### config.mk
export PLATFORM = sky130hd
export DESIGN_NAME = ioctl_upload_reader
export DESIGN_NICKNAME = d
export VERILOG_FILES = /design/src/rtl/ioctl_upload_reader.sv
export SDC_FILE = /design/constraint.sdc
export NUM_CORES = 1
export LEC_CHECK = 0
export CORE_UTILIZATION = 30
export CTS_BUF_LIST = sky130_fd_sc_hd__clkbuf_8
export DETAILED_ROUTE_END_ITERATION = 10
export GPL_ROUTABILITY_DRIVEN = 0
export PLACE_DENSITY_LB_ADDON = 0.1
export SYNTH_ARGS = -nofsm -noshare
export SYNTH_HDL_FRONTEND = slang
export SYNTH_SLANG_ARGS = --single-unit
### constraint.sdc
create_clock -name clk_sys -period 1.65 [get_ports clk_sys]
set_input_delay 0.165 -clock clk_sys [delete_from_list [all_inputs] [get_ports clk_sys]]
set_output_delay 0.165 -clock clk_sys [all_outputs]
set_load 0.01 [all_outputs]
### src/rtl/ioctl_upload_reader.sv
// HPS upload read responder: serves ioctl byte reads from a shared core RAM port.
// Stalls the HPS with ioctl_wait until the arbiter grants the port and data returns.
module ioctl_upload_reader #(
   parameter int          AW        = 12,
   parameter int          RD_LAT    = 2,
   parameter logic [7:0]  INDEX     = 8'd4,
   parameter logic [24:0] ADDR_BASE = 25'h0
) (
   input  logic          clk_sys,
   input  logic          reset_n,
   input  logic          ioctl_upload,
   input  logic [7:0]    ioctl_index,
   input  logic          ioctl_rd,
   input  logic [24:0]   ioctl_addr,
   output logic [7:0]    ioctl_din,
   output logic          ioctl_wait,
   output logic          ram_req,
   input  logic          ram_gnt,
   output logic [AW-1:0] ram_addr,
   output logic          ram_rd,
   input  logic [7:0]    ram_q,
   output logic          proto_err
);

   typedef enum logic [1:0] {IDLE, REQ, READ, LAT} state_t;

   localparam logic [2:0] LAT_END = 3'(RD_LAT);

   state_t      state;
   logic [2:0]  cnt;
   logic        active;
   logic [24:0] offs;
   logic        in_range;

   assign active   = ioctl_upload && (ioctl_index == INDEX);
   assign offs     = ioctl_addr - ADDR_BASE;
   assign in_range = (ioctl_addr >= ADDR_BASE) && ((offs >> AW) == 25'd0);

   always_ff @(posedge clk_sys or negedge reset_n) begin
      if (!reset_n) begin
         state      <= IDLE;
         cnt        <= 3'd0;
         ioctl_din  <= 8'h00;
         ioctl_wait <= 1'b0;
         ram_req    <= 1'b0;
         ram_addr   <= '0;
         ram_rd     <= 1'b0;
         proto_err  <= 1'b0;
      end else begin
         ram_rd <= 1'b0;
         if (ioctl_rd && active && state != IDLE)
            proto_err <= 1'b1;
         case (state)
            IDLE: begin
               ioctl_wait <= 1'b0;
               if (ioctl_rd && active) begin
                  ioctl_wait <= 1'b1;
                  if (in_range) begin
                     ram_addr <= offs[AW-1:0];
                     ram_req  <= 1'b1;
                     state    <= REQ;
                  end else begin
                     ioctl_din <= 8'hFF;
                  end
               end
            end
            REQ: begin
               if (!active) begin
                  state      <= IDLE;
                  ram_req    <= 1'b0;
                  ioctl_wait <= 1'b0;
               end else if (ram_gnt) begin
                  ram_rd <= 1'b1;
                  state  <= READ;
               end
            end
            READ: begin
               if (!active) begin
                  state      <= IDLE;
                  ram_req    <= 1'b0;
                  ioctl_wait <= 1'b0;
               end else if (!ram_gnt) begin
                  state <= REQ;
               end else begin
                  cnt   <= 3'd1;
                  state <= LAT;
               end
            end
            LAT: begin
               if (!active) begin
                  state      <= IDLE;
                  cnt        <= 3'd0;
                  ram_req    <= 1'b0;
                  ioctl_wait <= 1'b0;
               end else if (!ram_gnt) begin
                  // grant lost mid-read: data is untrusted, re-read later
                  state <= REQ;
                  cnt   <= 3'd0;
               end else if (cnt == LAT_END) begin
                  ioctl_din  <= ram_q;
                  ioctl_wait <= 1'b0;
                  ram_req    <= 1'b0;
                  cnt        <= 3'd0;
                  state      <= IDLE;
               end else begin
                  cnt <= cnt + 3'd1;
               end
            end
            default: state <= IDLE;
         endcase
      end
   end

endmodule

==> results of run 1 <==
==> layout by cell type, fill, tap and decap left out, types with 2 or more instances in the layout <==
cell type,instances
inv_1,7
a22o_1,3
ha_1,2
mux2_2,3
nand2_1,2
o21ai_0,2
nor4_2,3
o22a_1,8
clkdlybuf4s50_1,59
clkbuf_8,6
and2_1,2
buf_2,3
dlymetal6s2s_1,3
nor3_1,2
mux2_4,4
dlygate4sd2_1,3
ha_4,2
dfrtp_1,29
a21oi_1,2
nor2b_1,2
nand3b_1,3
mux2_1,6
nor2_1,6
buf_4,24
buf_6,3
inv_2,2
==> power by group <==
part,total (mW),switching (mW),internal (mW)
Sequential,0.737,0.0116,0.725
Clock,0.570,0.246,0.324
Combinational,0.569,0.249,0.320
==> cell type report <==
type | instances | area (sq um)
Clock inverter | 1 | 3.75
Fill cell | 387 | 1830
Inverter | 8 | 30.0
Multi-Input combinational cell | 77 | 766
Clock buffer | 6 | 82.6
Timing Repair Buffer | 98 | 941
Tap cell | 52 | 65.1
Sequential cell | 29 | 726
==> worst max-delay path, cell delays in order, from the launching register on <==
cell and delay (ps):
dfrtp_1 380, or3b_4 400, and2_4 150, mux2_4 260
a22o_1 230, a22o_1 180
==> kinds of logic (layout without fill, tap and decap cells) <==
| logic type | Yosys count | after routing |
|---|---|---|
| flip-flops | 29 | 29 |
| AND/OR/NAND/NOR | 32 | 32 |
| XOR/XNOR | 1 | 1 |
| buffers and inverters | 10 | 113 |
| adder cells (fa/ha/maj) | 4 | 4 |
| multiplexers | 14 | 14 |
| AO/OA/AOI/OAI | 26 | 26 |
==> worst min path at each step <==
stage,startpoint,to,slack [ps],depth (start not counted)
finish,reset_n,ioctl_din[7],280,2
global route,reset_n,ioctl_din[7],330,2
global placement,ram_addr[7],ram_addr[7],470,1
floorplan,reset_n,cnt[0],-130,0
detailed placement,proto_err,proto_err,470,1
CTS,reset_n,ioctl_din[7],290,2
==> timing repair <==
item / CTS / global route
endpoints found under the setup margin: 25 / 24
pin swaps: 19 / 14
endpoints found under the hold margin: 0 / 0
cloned: 1 / 0
resized for setup: 31 / 15
setup buffers: 3 / 2
==> stage by stage <==
stage	util	power [mW]	setup TNS (ps)	cell area, sq um	worst slack [ps]
2_1_floorplan	-	0.965	-1570	1430	-113
3_3_place_gp	0.535	1.20	-11170	2380	-457
3_5_place_dp	0.535	1.21	-12440	2380	-514
4_1_cts	0.576	1.83	-130	2560	-90.0
5_1_grt	0.588	1.97	-486	2610	-111
6_report	0.588	1.87	-86.2	2610	-59.0
==> flip-flops by register name (all words and copies together) (netlist names) <==
register    count
ioctl_din       8
state           2
ioctl_wait      1
ram_addr       12
cnt             3
ram_req         1
ram_rd          1
proto_err       1
==> metal layers <==
metal | part of all wire | wire length, microns | vias to the layer above
li1 | - | - | 630
met1 | 0.41 | 1560 | 642
met2 | 0.52 | 1980 | 51
met3 | 0.055 | 208 | 7
met4 | 0.014 | 55 | 0
met5 | 0 | 0 | -
==> impl_metrics.json, run 1 <==
{
  "worstMarginPinSlew_ps": 372,
  "worstSetupPathType": "reg2reg",
  "die_y_microns": 70.5,
  "fin_ws_ps": -59.0,
  "drt-wirelength-per-cell_microns": 14.1,
  "syn_area_sq_um": 1410,
  "routed_wl_mm": 3.81,
  "finalCritPeriodShare": 1.04,
  "synth_top_family_by_area": "simple AND/OR/NAND/NOR gates",
  "yosysSeqAreaShare": 0.516,
  "p_leak_nw": 1.18,
  "synth_mux_area_frac": 0.111,
  "synth_ff_type": "dfrtp_1",
  "grt_pass1_wl_mm": 6.56,
  "synth-edff-count": 0,
  "synth_common_cells": "dfrtp_1 (29), mux2_1 (9), inv_1 (8), o22a_1 (8), nor2_1 (6)",
  "start_kind": "flip-flop",
  "dpl.hpwl_mm": 2.79,
  "worstSkewPairLatency_ps": 270,
  "firstDrtPassIters": 7,
  "whs_ps": 282,
  "cts_tree": "done",
  "synth_fa_ha_area_frac": 0.0356,
  "post-synth-top-count-cell": "dfrtp_1",
  "period_needed_ps": 1710,
  "critical_path_arrival_ps": 1870,
  "slew_headroom": 0.752,
  "startpoint": "cnt[0]",
  "synth_top_cell_area_share": 0.516,
  "ir_drop_mv": 0.387,
  "initial_core_util": 0.317,
  "numCtsBuffers": 5,
  "clockRootBuffer": "clkbuf_8",
  "synth_nets": 166,
  "num_rows": 24,
  "ys_warn_count": 0,
  "cts.hold.buffers_added": 0,
  "fp.dieW_microns": 70.5,
  "drv_cap": 0,
  "grt_max_degree": 30,
  "finalClockSkew_ps": 3.13,
  "cts_buffer_depth": 2,
  "setup_viol": 2,
  "yosysTopAreaCell": "dfrtp_1",
  "vias": 1330,
  "drc": 8,
  "overflow": 0,
  "h-tree-depth": 2,
  "clkTransAtPathRegs_ps": 60,
  "synth-simple-area-share": 0.155,
  "met3_usage": 0.0433,
  "rsz0062_at_grt": "yes",
  "synth_area_leaders": "dfrtp_1 (52%), mux2_1 (7.2%), o22a_1 (5.0%), ha_1 (3.6%), mux2_2 (3.2%)",
  "synth_compound_area_frac": 0.148,
  "final-hold-violation-count": 0,
  "r2r_start": "cnt[0]",
  "rr_endpoint": "state[1]",
  "grtUsageMet1": 0.197,
  "synth_xor_area_frac": 0.00622,
  "cp-endpoint": "state[1]",
  "ys_types": 36,
  "slew_violations": 0,
  "worstPathMaxFanout": 2,
  "ys_ff_latch": 29,
  "failed_checks": "DRC, setup timing",
  "syn_inst": 116,
  "hold_class": "in2async",
  "dp_cells": 261,
  "ant_nets": 0,
  "nets": 269,
  "core-area_sq_um": 4440,
  "crit_required_ps": 1810,
  "grt_use_total": 0.170,
  "p_per_area_nw_per_um2": 717,
  "clkSinkCount": 29,
  "portBuffers": 69,
  "busiest_layer": "met2",
  "r2r_slack_ps": -60,
  "fmax_mhz": 585,
  "first_iter_violations": 45,
  "grt_pass1_vias": 1441,
  "drive_gt1_frac": 0.306,
  "grt_antenna_before_repair": 0,
  "end_kind": "flip-flop",
  "die_area_sq_um": 4970,
  "use_met2": 0.299,
  "fin_cells": 271,
  "areaGrowthSynthToFinish_pct": 85.7,
  "rr_worst_depth": 5,
  "async_flop_share": 1.00,
  "vias_per_cell": 4.91,
  "io_pins": 70,
  "n_antenna_cell": 0,
  "syn_area_per_cell_sq_um": 12.1,
  "status": "complete, but fails checks"
}
Power figures use the tool's default switching activity.
==> run 2, diff against run 1 <==
--- a/config.mk
+++ b/config.mk
@@ -10,6 +10,7 @@
 export DETAILED_ROUTE_END_ITERATION = 10
 export GPL_ROUTABILITY_DRIVEN = 0
 export PLACE_DENSITY_LB_ADDON = 0.1
+export SLEW_MARGIN = 20
 export SYNTH_ARGS = -nofsm -noshare
 export SYNTH_HDL_FRONTEND = slang
 export SYNTH_SLANG_ARGS = --single-unit
==> results of run 2 <==
No change in the layout: final DEF, timing and power equal those of run 1.
